[src/rtl/div_ctrl_pkg.sv]
// Shared definitions for the multi-cycle divider: FSM state encoding and result width.
package div_ctrl_pkg;

    localparam int unsigned DIV_RESULT_W = 64;

    typedef enum logic [1:0] {
        DivFree   = 2'b00,
        DivByZero = 2'b01,
        DivOn     = 2'b10,
        DivEnd    = 2'b11
    } div_state_t;

endpackage

[src/rtl/div_ctrl_if.sv]
// EX-stage <-> divider handshake bundle; master is the EX stage, slave is the divider.
interface div_ctrl_if #(
    parameter int unsigned DATA_W = 32
);

    logic                  start_i;
    logic                  signed_i;
    logic                  annul_i;
    logic [DATA_W-1:0]     dividend_i;
    logic [DATA_W-1:0]     divisor_i;
    logic [2*DATA_W-1:0]   result_o;
    logic                  ready_o;
    logic                  stallreq_o;

    modport master (
        output start_i, signed_i, annul_i, dividend_i, divisor_i,
        input  result_o, ready_o, stallreq_o
    );

    modport slave (
        input  start_i, signed_i, annul_i, dividend_i, divisor_i,
        output result_o, ready_o, stallreq_o
    );

endinterface

[src/rtl/div_ctrl_step.sv]
// One restoring radix-2 iteration: shift in the next dividend bit, trial subtract, emit quotient bit.
module div_step #(
    parameter int unsigned DATA_W = 32
) (
    input  logic [DATA_W-1:0] i_rem,
    input  logic [DATA_W-1:0] i_quo,
    input  logic [DATA_W-1:0] i_divisor,
    output logic [DATA_W-1:0] o_rem,
    output logic [DATA_W-1:0] o_quo
);

    logic [DATA_W:0]   w_shift;
    logic [DATA_W-1:0] w_sub;
    logic              w_borrow;

    // i_quo holds remaining dividend bits in its upper part and quotient bits in its lower part
    always_comb begin
        w_shift  = {i_rem, i_quo[DATA_W-1]};
        w_borrow = (w_shift < {1'b0, i_divisor});
        w_sub    = w_shift[DATA_W-1:0] - i_divisor;
        o_rem    = w_borrow ? w_shift[DATA_W-1:0] : w_sub;
        o_quo    = {i_quo[DATA_W-2:0], ~w_borrow};
    end

endmodule

[src/rtl/div_ctrl.sv]
// Multi-cycle signed/unsigned divider controller: FSM, iteration counter, sign correction, result registers.
module div_ctrl
    import div_ctrl_pkg::*;
#(
    parameter int unsigned DATA_W = 32
) (
    input  logic       clk_i,
    input  logic       rst_n_i,
    div_ctrl_if.slave  bus
);

    localparam int unsigned CNT_W = $clog2(DATA_W);

    div_state_t          r_state;
    div_state_t          w_next;
    logic [CNT_W-1:0]    r_cnt;
    logic [DATA_W-1:0]   r_rem;
    logic [DATA_W-1:0]   r_quo;
    logic [DATA_W-1:0]   r_divisor;
    logic                r_signed;
    logic                r_dvd_neg;
    logic                r_q_neg;
    logic [2*DATA_W-1:0] r_result;
    logic                r_ready;

    logic                w_dvd_neg;
    logic                w_dsr_neg;
    logic [DATA_W-1:0]   w_dvd_abs;
    logic [DATA_W-1:0]   w_dsr_abs;
    logic [DATA_W-1:0]   w_rem_nxt;
    logic [DATA_W-1:0]   w_quo_nxt;
    logic [DATA_W-1:0]   w_rem_fix;
    logic [DATA_W-1:0]   w_quo_fix;
    logic                w_last;

    div_step #(.DATA_W(DATA_W)) u_step (
        .i_rem     (r_rem),
        .i_quo     (r_quo),
        .i_divisor (r_divisor),
        .o_rem     (w_rem_nxt),
        .o_quo     (w_quo_nxt)
    );

    always_comb begin
        w_dvd_neg = bus.signed_i & bus.dividend_i[DATA_W-1];
        w_dsr_neg = bus.signed_i & bus.divisor_i[DATA_W-1];
        w_dvd_abs = w_dvd_neg ? (DATA_W'(0) - bus.dividend_i) : bus.dividend_i;
        w_dsr_abs = w_dsr_neg ? (DATA_W'(0) - bus.divisor_i) : bus.divisor_i;
        w_quo_fix = (r_signed & r_q_neg)   ? (DATA_W'(0) - r_quo) : r_quo;
        w_rem_fix = (r_signed & r_dvd_neg) ? (DATA_W'(0) - r_rem) : r_rem;
        w_last    = (r_cnt == CNT_W'(DATA_W - 1));
    end

    always_ff @(posedge clk_i or negedge rst_n_i) begin
        if (!rst_n_i) r_state <= DivFree;
        else          r_state <= w_next;
    end

    always_comb begin
        w_next = r_state;
        if (bus.annul_i) begin
            w_next = DivFree;
        end else begin
            case (r_state)
                DivFree:   if (bus.start_i) w_next = (bus.divisor_i == '0) ? DivByZero : DivOn;
                DivByZero: w_next = DivEnd;
                DivOn:     if (w_last) w_next = DivEnd;
                DivEnd:    if (!bus.start_i) w_next = DivFree;
                default:   w_next = DivFree;
            endcase
        end
    end

    always_ff @(posedge clk_i or negedge rst_n_i) begin
        if (!rst_n_i) begin
            r_cnt     <= '0;
            r_rem     <= '0;
            r_quo     <= '0;
            r_divisor <= '0;
            r_signed  <= 1'b0;
            r_dvd_neg <= 1'b0;
            r_q_neg   <= 1'b0;
            r_result  <= '0;
            r_ready   <= 1'b0;
        end else if (bus.annul_i) begin
            r_ready <= 1'b0;
        end else begin
            case (r_state)
                DivFree: begin
                    r_ready <= 1'b0;
                    if (bus.start_i) begin
                        r_cnt     <= '0;
                        r_rem     <= '0;
                        r_quo     <= w_dvd_abs;
                        r_divisor <= w_dsr_abs;
                        r_signed  <= bus.signed_i;
                        r_dvd_neg <= w_dvd_neg;
                        r_q_neg   <= w_dvd_neg ^ w_dsr_neg;
                    end
                end
                // zeroed partials make the DONE correction yield an all-zero result
                DivByZero: begin
                    r_rem <= '0;
                    r_quo <= '0;
                end
                DivOn: begin
                    r_rem <= w_rem_nxt;
                    r_quo <= w_quo_nxt;
                    r_cnt <= r_cnt + 1'b1;
                end
                DivEnd: begin
                    if (!bus.start_i) begin
                        r_ready <= 1'b0;
                    end else if (!r_ready) begin
                        r_result <= {w_rem_fix, w_quo_fix};
                        r_ready  <= 1'b1;
                    end
                end
                default: r_ready <= 1'b0;
            endcase
        end
    end

    assign bus.result_o   = r_result;
    assign bus.ready_o    = r_ready;
    assign bus.stallreq_o = bus.start_i & ~r_ready & ~bus.annul_i;

endmodule

[src/flat_wrapper.sv]
// flat-port wrapper written by rule: the top's interface ports become plain ports
module div_ctrl_flat import div_ctrl_pkg::*;
#(
    parameter int unsigned DATA_W = 32
)
  (clk_i, rst_n_i, bus_start_i, bus_signed_i, bus_annul_i, bus_dividend_i, bus_divisor_i, bus_result_o, bus_ready_o, bus_stallreq_o);
  div_ctrl_if #(.DATA_W(DATA_W)) bus_i ();
  input  logic clk_i;
  input  logic rst_n_i;
  input wire logic [$bits(bus_i.start_i)-1:0] bus_start_i;
  input wire logic [$bits(bus_i.signed_i)-1:0] bus_signed_i;
  input wire logic [$bits(bus_i.annul_i)-1:0] bus_annul_i;
  input wire logic [$bits(bus_i.dividend_i)-1:0] bus_dividend_i;
  input wire logic [$bits(bus_i.divisor_i)-1:0] bus_divisor_i;
  output wire logic [$bits(bus_i.result_o)-1:0] bus_result_o;
  output wire logic [$bits(bus_i.ready_o)-1:0] bus_ready_o;
  output wire logic [$bits(bus_i.stallreq_o)-1:0] bus_stallreq_o;
  assign bus_i.start_i = bus_start_i;
  assign bus_i.signed_i = bus_signed_i;
  assign bus_i.annul_i = bus_annul_i;
  assign bus_i.dividend_i = bus_dividend_i;
  assign bus_i.divisor_i = bus_divisor_i;
  assign bus_result_o = bus_i.result_o;
  assign bus_ready_o = bus_i.ready_o;
  assign bus_stallreq_o = bus_i.stallreq_o;
  div_ctrl #(.DATA_W(DATA_W)) u_core (.clk_i(clk_i), .rst_n_i(rst_n_i), .bus(bus_i));
endmodule
[config.mk]
export PLATFORM = sky130hd
export DESIGN_NAME = div_ctrl_flat
export DESIGN_NICKNAME = d
export VERILOG_FILES = /design/src/rtl/div_ctrl_pkg.sv /design/src/rtl/div_ctrl_if.sv /design/src/rtl/div_ctrl_step.sv /design/src/rtl/div_ctrl.sv /design/src/flat_wrapper.sv
export SDC_FILE = /design/constraint.sdc
export NUM_CORES = 1
export LEC_CHECK = 0
export BUFFER_PORTS_ARGS = -buffer_cell sky130_fd_sc_hd__buf_2
export CAP_MARGIN = 5
export CORE_MARGIN = 2
export CORE_UTILIZATION = 40
export DETAILED_ROUTE_END_ITERATION = 16
export PLACE_DENSITY_LB_ADDON = 0.12
export RECOVER_POWER = 100
export SYNTH_ARGS = -nofsm -noshare
export SYNTH_HDL_FRONTEND = slang
export SYNTH_SLANG_ARGS = --single-unit
[constraint.sdc]
create_clock -name clk_i -period 4.15 [get_ports clk_i]
set_clock_uncertainty 0.2 [all_clocks]
set_input_delay 0.2075 -clock clk_i [delete_from_list [all_inputs] [get_ports clk_i]]
set_output_delay 0.2075 -clock clk_i [all_outputs]
set_load 0.01 [all_outputs]
==> results of run 1 <==
per-stage QoR:
| stage | worst slack (ns) | power (W) | hold slack (ns) |
|---|---|---|---|
| floorplan | 0.7649 | 0.007291 | -0.2881 |
| global placement | 0.5303 | 0.008867 | 0.1062 |
| detailed placement | 0.4571 | 0.008908 | 0.1043 |
| CTS | 0.4245 | 0.01060 | 0.005727 |
| global route | 0.1344 | 0.01148 | 0.04318 |
| finish | 0.3636 | 0.01051 | 0.01088 |
critical path, stage by stage (launching register included):
cell and delay (ns):
dfrtp_1 0.39, inv_1 0.11, ha_1 0.18, inv_1 0.05, fa_1 0.39, a21o_1 0.21, a221o_1 0.34, a31o_2 0.27
and2_0 0.22, a31oi_1 0.37, o221ai_1 0.20, a41oi_1 0.26, mux2_2 0.35, o21ai_0 0.15
cell type report:
class,instances,area (µm²),area share (%)
Clock buffer,17,425.4,3.292
Tap cell,341,426.7,3.302
Multi-Input combinational cell,1035,6291,48.68
Clock inverter,15,168.9,1.307
Inverter,55,206.4,1.598
Timing Repair Buffer,192,1122,8.685
Antenna cell,1,2.502,0.01936
Sequential cell,171,4279,33.11
worst paths after layout:
check / start / endpoint / slack (ns) / depth (start not counted)
worst min-delay path: bus_dividend_i[6] / u_core.r_quo[6] / 0.01 / 4
worst max-delay path: u_core.r_quo[31] / u_core.r_rem[28] / 0.36 / 13
min in group asynchronous: rst_n_i / u_core.bus.result_o[39] / 0.64 / 2
worst max register to register: u_core.r_quo[31] / u_core.r_rem[28] / 0.36 / 13
worst min register to register: u_core.bus.result_o[46] / u_core.bus.result_o[46] / 0.27 / 2
max in group asynchronous: rst_n_i / u_core.bus.result_o[63] / 1.30 / 3
cells in the final DEF (no fill, tap or decap), types with 14 or more instances in the layout:
master	count
nand2_1	222
o21ai_0	205
dfrtp_1	171
xnor2_1	91
nor2_1	86
clkbuf_1	71
a21oi_1	68
buf_2	64
inv_1	55
xor2_1	54
dlygate4sd3_1	43
ha_1	42
a22oi_1	25
nor3_1	22
mux2i_1	18
clkbuf_16	17
nor4_1	16
a21o_1	15
o31ai_1	14
layer usage:
layer  routed length, µm  track usage, %
met1               16510           34.00
met2               11580           28.73
met3                1245           2.744
met4                 413           5.277
met5                   0               0
cell families (layout without fill, tap and decap cells):
family	Yosys count	count (layout)	synth area share [%]
AO/OA/AOI/OAI	391	391	20.89
flip-flops	171	171	38.81
XOR/XNOR	145	145	11.52
multiplexers	21	21	1.940
AND/OR/NAND/NOR	435	435	17.84
buffers and inverters	118	279	4.051
other	0	1	0
adder cells (fa/ha/maj)	43	43	4.948
synth_stat cells (3+ instances only):
| cell type | number | area (µm²) |
|---|---|---|
| ha_1 | 42 | 525.5 |
| a22oi_1 | 25 | 187.7 |
| mux2i_1 | 18 | 180.2 |
| a21oi_1 | 68 | 340.3 |
| nand3b_1 | 3 | 22.52 |
| inv_1 | 55 | 206.5 |
| nor4_1 | 16 | 100.1 |
| nor2_1 | 86 | 322.8 |
| mux2_2 | 3 | 33.78 |
| clkbuf_1 | 57 | 214.0 |
| nor3_1 | 22 | 110.1 |
| a31oi_1 | 11 | 68.82 |
| or4_4 | 3 | 33.78 |
| o21ai_1 | 3 | 15.01 |
| buf_1 | 3 | 11.26 |
| or4_1 | 7 | 52.55 |
| o41ai_1 | 7 | 61.31 |
| nand4_1 | 6 | 37.54 |
| nand2b_1 | 10 | 62.56 |
| a221o_1 | 4 | 40.04 |
| a22o_1 | 3 | 26.28 |
| o21ai_0 | 204 | 1021 |
| buf_2 | 3 | 15.01 |
| and3_1 | 6 | 37.54 |
| nand4b_1 | 4 | 35.03 |
| nand2_1 | 223 | 837.1 |
| or3_1 | 12 | 75.07 |
| o221ai_1 | 3 | 26.28 |
| xnor2_1 | 91 | 797.0 |
| dfrtp_1 | 171 | 4279 |
| a21o_1 | 15 | 112.6 |
| and2_1 | 14 | 87.58 |
| xor2_1 | 54 | 473.0 |
| nand3_1 | 11 | 55.05 |
| o21a_1 | 4 | 30.03 |
| o31ai_1 | 14 | 105.1 |
| nor2b_1 | 4 | 25.02 |
| a221oi_1 | 7 | 61.31 |
registers in the layout (all words and copies together) (netlist names):
signal,cells
u_core.r_dvd_neg,1
u_core.r_divisor,32
u_core.bus.ready_o,1
u_core.r_quo,32
u_core.r_rem,32
u_core.r_q_neg,1
u_core.r_signed,1
u_core.r_cnt,5
u_core.bus.result_o,64
u_core.r_state,2
power by group through the flow:
stage	sequential, W	combinational, W	clock, W
after global routing	0.00318	0.00657	0.00173
after floorplan	0.00291	0.00438	0
after global placement	0.00306	0.00581	0
final	0.00308	0.00582	0.00162
after detailed placement	0.00309	0.00582	0
after CTS	0.00305	0.00589	0.00166
timing repair:
item,in CTS,in global routing
endpoints found under the hold margin,115,0
endpoints found under the setup margin,0,0
hold buffers,43,0
==> reports/metrics.csv, run 1 <==
metric;value;unit
final_util;47.81;%
syn_to_final_growth;17.20;%
first_iter_violations;768;
grt_setup_unrepaired;false;
dieWidth;170.0;µm
die-area;28910;µm²
route.detailed.drc;0;
port_buffers;134;
clock_latency;0.44;ns
pwr-share-clk;15.4;%
relSlewSlack;-37.58;%
ir_drop;0.4752;mV
synth-seq-cells;171;
nFillCells;2769;
period_share;91.24;%
syn-instance-count;1324;
dp.cells;1751;
grt_pass1_wl;48140;µm
fin_cells;1827;
cts_resized;0;
cap_violations;4;
crit_type;reg2reg;
io_pins;135;
p_sw;0.004969;W
synth-edff-count;0;
setup_viol;0;
comb_power_share;55.3;%
syn_area;11030;µm²
tns;0;ns
power_frac_seq;29.3;%
start_util;40.80;%
htree_levels;4;
via_per_inst;5.286;
drive_gt1_share;8.283;%
p_int;0.005544;W
cts_buffers;17;
yosys_warnings;0;
outcome;complete, but fails checks;
design_area;12920;µm²
drv_slew;353;
grt_max_degree;122;
antenna_found_initial;1;
critical_path_required;4.31;ns
vias;9657;
grt_overflow;0;
die_y;170.0;µm
leakage;5.626;nW
hold_viol_final;0;
drtAntennaViolNets;0;
wl_per_cell;16.28;µm
place.gp.congestion;0.9314;
hp-class;in2reg;
placement.cell_area;12040;µm²
grt_pass1_vias;8936;
synthFlopType;dfrtp_1;
clk_pin_slew;0.08;ns
setup.worst_path.end_class;flop;
min_period;3.786;ns
synth_cell_types;61;
gr-usage-all-layers;20.95;%
clk_path_buf_depth;2;
nets;1584;
cp_max_fo;4;
violations;max-capacitance violations, max-slew violations;
ys_seq_area_share;38.81;%
drt-total-wl;29750;µm
syn_nets;1436;
syn_avg_cell_area;8.327;µm²
cts_tree;done;
cp.arrival;3.94;ns
cts_setup_buffers;0;
numClockSinks;171;
ys_async_sr_fraction;100.0;%
start_kind;flop;
max_freq;0.2641;GHz
cts_root_buf;clkbuf_16;
dp.final_hpwl;21800;µm
firstDrtPassIters;7;
num_rows;60;
sw_frac_of_total;47.27;%
core;27030;µm²
tightestPinTransition;2.064;ns
p_per_area;813.5;nW/µm²
Power figures use the tool's default switching activity.
==> run 2, diff against run 1 <==
Settings changed: CELL_PAD_IN_SITES_DETAIL_PLACEMENT set to 1, CELL_PAD_IN_SITES_GLOBAL_PLACEMENT set to 1.
==> reports/metrics.csv, run 2 (synthesis gave the netlist of run 1 again) <==
metric;value;unit;change
outcome;complete, but fails checks;;
violations;max-capacitance violations, max-slew violations;;
worstPathCellList;ha_1 -> and2_0 -> a2111o_1 -> o311ai_0 -> o31ai_1 -> a211o_1 -> buf_12 -> a221oi_1 -> o21ai_0;;
diodes;0;;-1
final_common_cell;nand2_1;;
r2r_slack;0.26;ns;-0.11 ns
crit_start;u_core.r_rem[11];;
r2r_end;u_core.r_rem[28];;
cts_resized;0;;unchanged
cp.arrival;3.99;ns;+0.05 ns
clk_pin_slew;0.08;ns;about the same
numClockSinks;171;;unchanged
drive_gt1_share;8.395;%;+0.11 points
grt_pass1_wl;54800;µm;+14%
vias;10050;;+4.1%
leakage;5.648;nW;+0.38%
nets;1588;;+0.25%
layout_common_cells;222 x nand2_1, 205 x o21ai_0, 171 x dfrtp_1, 91 x xnor2_1, 86 x nor2_1;;
r2r_start;u_core.r_rem[11];;
antenna_found_initial;0;;-1
drt-total-wl;33740;µm;+13%
hp-class;in2reg;;
core;27030;µm²;unchanged
die-area;28910;µm²;unchanged
route.detailed.drc;0;;unchanged
period_share;93.80;%;+2.6 points
crit_slowest_cell;o311ai_0;;
reg2reg_depth;9;;-4
max_freq;0.2569;GHz;-2.7%
tns;0;ns;unchanged
tightestPinTransition;2.595;ns;+0.5313 ns
dieWidth;170.0;µm;unchanged
drtAntennaViolNets;0;;unchanged
grt_max_degree;122;;unchanged
hold_viol_final;0;;unchanged
cts_tree;done;;
start_util;40.80;%;unchanged
power.total;0.01083;W;+3.0%
cpPeakStageDelay;0.74;ns;+0.35 ns
crit_type;reg2reg;;
io_pins;135;;unchanged
firstDrtPassIters;5;;-2
gr-usage-all-layers;23.96;%;+3.0 points
largest_reg_flops;64;;unchanged
clk_path_buf_depth;2;;unchanged
cp.depth;9;;-4
start_kind;flop;;
path_buf_inv;1;;-1
cts_root_buf;clkbuf_16;;
via_per_inst;5.492;;+3.9%
place.gp.congestion;0.9222;;-0.99%
first_iter_violations;705;;-8.2%
nFillCells;3324;;+20%
drv_slew;271;;-23%
setup.worst_path.end_class;flop;;
syn_to_final_growth;17.79;%;
p_per_area;833.5;nW/µm²;+2.5%
cp_top_family;compound AO/OA/AOI/OAI gates;;
ir_drop;0.3838;mV;-19%
multi_input_comb_area;6295;µm²;about the same
grt_overflow;0;;unchanged
cts_buffers;17;;unchanged
min_period;3.893;ns;+0.1065 ns
cp_max_fo;45;;+41
setup_viol;0;;unchanged
grt_setup_unrepaired;false;;
crit_end;u_core.r_rem[28];;
port_buffers;134;;unchanged
relSlewSlack;-73.00;%;-35 points
htree_levels;4;;unchanged
wl_per_cell;18.43;µm;+13%
dp.final_hpwl;24680;µm;+13%
clock_latency;0.45;ns;about the same
die_y;170.0;µm;unchanged
num_rows;60;;unchanged
grt_pass1_vias;10150;;+14%
cap_violations;3;;-1
critical_path_required;4.24;ns;-0.07 ns
regArea;4279;µm²;unchanged
[run 2: how the worst min path moves through the flow]
stage                             startpoint  cells after the start                 endpoint  slack [ns]
after floorplan                      rst_n_i                      0       u_core.bus.ready_o       -0.29
after global placement               rst_n_i                      1  u_core.bus.result_o[38]        0.20
after detailed placement             rst_n_i                      1  u_core.bus.result_o[38]        0.20
after CTS                 bus_dividend_i[15]                      4         u_core.r_quo[15]       0.002
after global routing       bus_dividend_i[3]                      4          u_core.r_quo[3]        0.03
final                      bus_dividend_i[5]                      4          u_core.r_quo[5]       0.008
[run 2: per-layer routing]
layer  vias to the layer above  track usage (%)  wire length (µm)
li1                       4927                -                 -
met1                      4883            37.19             17600
met2                       210            35.49             14250
met3                        31            2.581              1477
met4                         0            5.686               410
met5                         -                0                 0
[run 2: cell type report]
| type | instances | area share, % |
|---|---|---|
| tap | 341 | 3.285 |
| inverter | 55 | 1.590 |
| clock buffer | 17 | 3.276 |
| multi-input combinational | 1035 | 48.47 |
| clock inverter | 15 | 1.368 |
| timing repair buffer | 196 | 9.065 |
| sequential | 171 | 32.95 |
[run 2: timing repair]
item | in CTS | in global routing
hold buffers | 46 | 0
buffers inserted | 0 | 0
hold endpoints to repair | 142 | 0
[run 2: per-stage QoR]
stage                     utilization [%]  instance area [µm²]  setup slack [ns]  instances  hold slack (ns)
after floorplan                         -                11030            0.7649       1324          -0.2881
after global placement              44.61                12060            0.5205       1752           0.1969
after detailed placement            44.61                12060            0.3655       1752           0.2009
after CTS                           48.54                13120            0.3114       1830         0.001840
after global routing                48.06                12990           0.07420       1830          0.03458
final                               48.06                12990            0.2572       1830         0.008118
[run 2: tightest hold or removal path, stage by stage]
cell and delay (ns):
buf_2 0.12, xor2_1 0.07, a22oi_1 0.13, o21ai_0 0.09
[run 2: report_power, final]
part	total, W	switching, W	internal [W]
Sequential	0.00313	0.000827	0.00230
Clock	0.00165	0.000830	0.000816
Combinational	0.00605	0.00358	0.00247
==> run 3, diff against run 2 <==
Clock period 4.15 ns to 3.95 ns, I/O delays scaled along.
==> reports/metrics.csv, run 3 (synthesis gave the netlist of run 1 again) <==
metric;value;unit;change
drtAntennaViolNets;0;;unchanged
die-area;28910;µm²;unchanged
start_util;40.80;%;unchanged
dieWidth;170.0;µm;unchanged
clk_pin_slew;0.08;ns;about the same
syn_to_final_growth;18.13;%;
firstDrtPassIters;5;;unchanged
final_common_cell;nand2_1;;
hp-class;in2reg;;
nets;1596;;+0.50%
path_common_cell;inv_1;;
power_frac_seq;28.0;%;-0.9 points
r2r_slack;0.23;ns;-0.03 ns
max_freq;0.2687;GHz;+4.6%
numClockSinks;171;;unchanged
diodes;0;;unchanged
cts_root_buf;clkbuf_16;;
tns;0;ns;unchanged
worstPathCellList;inv_1 -> ha_1 -> inv_1 -> fa_1 -> a21o_1 -> a221o_1 -> a31o_2 -> and2_1 -> a31oi_4 -> o221ai_1 -> a41oi_1 -> mux2_2 -> o21ai_0;;
hold_path_end;u_core.r_quo[7];;
drt-total-wl;33670;µm;-0.20%
cap_violations;3;;unchanged
ir_drop;0.4147;mV;+8.1%
layout_common_cells;222 x nand2_1, 205 x o21ai_0, 171 x dfrtp_1, 91 x xnor2_1, 86 x nor2_1;;
dp.final_hpwl;24860;µm;+0.75%
route.detailed.drc;0;;unchanged
period_share;94.21;%;+0.41 points
p_per_area;877.3;nW/µm²;+5.3%
antenna_found_initial;0;;unchanged
grt_setup_unrepaired;false;;
cts_tree;done;;
largest_reg_flops;64;;unchanged
critical_path_required;4.09;ns;-0.15 ns
tightestPinTransition;1.975;ns;-0.6204 ns
setup_viol;0;;unchanged
p_int;0.005913;W;+5.8%
relSlewSlack;-31.64;%;+41 points
cts_buffers;17;;unchanged
leakage;5.706;nW;+1.0%
violations;max-capacitance violations, max-slew violations;;
clock_latency;0.43;ns;-0.02 ns
crit_slowest_cell;dfrtp_1;;
via_per_inst;5.511;;+0.35%
reg2reg_depth;13;;+4
start_kind;flop;;
drive_gt1_share;9.218;%;+0.82 points
clk_path_buf_depth;2;;unchanged
outcome;complete, but fails checks;;
sw_frac_of_total;48.25;%;-0.13 points
r2r_end;u_core.r_rem[28];;
cp.arrival;3.87;ns;-0.12 ns
power.total;0.01143;W;+5.6%
core;27030;µm²;unchanged
grt_overflow;0;;unchanged
comb_power_share;57.0;%;+1.1 points
grt_max_degree;122;;unchanged
hold_viol_final;0;;unchanged
vias;10130;;+0.79%
wl_per_cell;18.32;µm;-0.64%
setup.worst_path.end_class;flop;;
port_buffers;134;;unchanged
r2r_start;u_core.r_quo[31];;
drv_slew;266;;-1.8%
crit_type;reg2reg;;
io_pins;135;;unchanged
die_y;170.0;µm;unchanged
grt_pass1_wl;54500;µm;-0.54%
cpPeakStageDelay;0.40;ns;-0.34 ns
holdCritStartpoint;bus_dividend_i[7];;
p_sw;0.005513;W;+5.3%
first_iter_violations;582;;-17%
min_path_cells;4;;unchanged
min_period;3.721;ns;-0.1716 ns
htree_levels;4;;unchanged
num_rows;60;;unchanged
place.gp.congestion;0.8994;;-2.5%
gr-usage-all-layers;23.75;%;-0.21 points
grt_pass1_vias;9961;;-1.9%
pwr-share-clk;15.0;%;-0.2 points
cp_max_fo;4;;-91%
[run 3: what timing repair did]
item | in CTS | in global routing
endpoints found under the hold margin | 101 | 0
hold buffers | 41 | 0
endpoints found under the setup margin | 0 | 1
gates resized for setup | 0 | 3
setup buffers | 0 | 0
[run 3: critical path, delay by kind of cell (launching register included)]
kind / cells / cell delay [ns]
compound gates: 7 / 1.70
fa+ha+maj: 2 / 0.59
flops: 1 / 0.40
mux: 1 / 0.36
simple gates: 1 / 0.22
buf+inv: 2 / 0.16
[run 3: stage by stage]
step	setup WS (ns)	hold WS [ns]	cell area, µm²	std cells	utilization, %
final	0.2287	0.002525	13030	1838	48.19
after global placement	0.3189	0.04296	12170	1765	45.01
after CTS	0.1574	0.0008474	13170	1838	48.73
after floorplan	0.5649	-0.2981	11030	1324	-
after global routing	0.02769	0.03667	13030	1838	48.19
after detailed placement	0.2082	0.04883	12170	1765	45.01
[run 3: power groups by stage]
stage	clock [W]	sequential (W)	combinational, W
after CTS	0.00176	0.00318	0.00657
after floorplan	0	0.00306	0.00460
after global routing	0.00184	0.00331	0.00725
final	0.00171	0.00320	0.00651
after detailed placement	0	0.00322	0.00646
after global placement	0	0.00317	0.00632
[run 3: layout make-up]
class	instances	area [µm²]
flip-flops and latches	171	4279
clock buffers	17	425.4
clock inverters	15	167.7
multi-input cells	1035	6314
well taps	341	426.7
fillers	3268	14000
inverters	55	206.4
repair buffers	204	1206
[run 3: routing by layer]
| layer | up-vias | routed length (µm) | GRT usage, % |
|---|---|---|---|
| li1 | 4946 | - | - |
| met1 | 4949 | 17920 | 37.56 |
| met2 | 214 | 14130 | 34.59 |
| met3 | 21 | 1305 | 2.791 |
| met4 | 0 | 311 | 4.794 |
| met5 | - | 0 | 0 |
[run 3: worst max path at each step]
stage / start / to / cells after the start
after floorplan: u_core.r_quo[31] / u_core.r_rem[28] / 13
after global placement: u_core.r_quo[31] / u_core.r_rem[28] / 13
after detailed placement: u_core.r_quo[31] / u_core.r_rem[28] / 13
after CTS: u_core.r_quo[31] / u_core.r_rem[28] / 13
after global routing: u_core.r_rem[3] / u_core.r_rem[28] / 10
final: u_core.r_quo[31] / u_core.r_rem[28] / 13
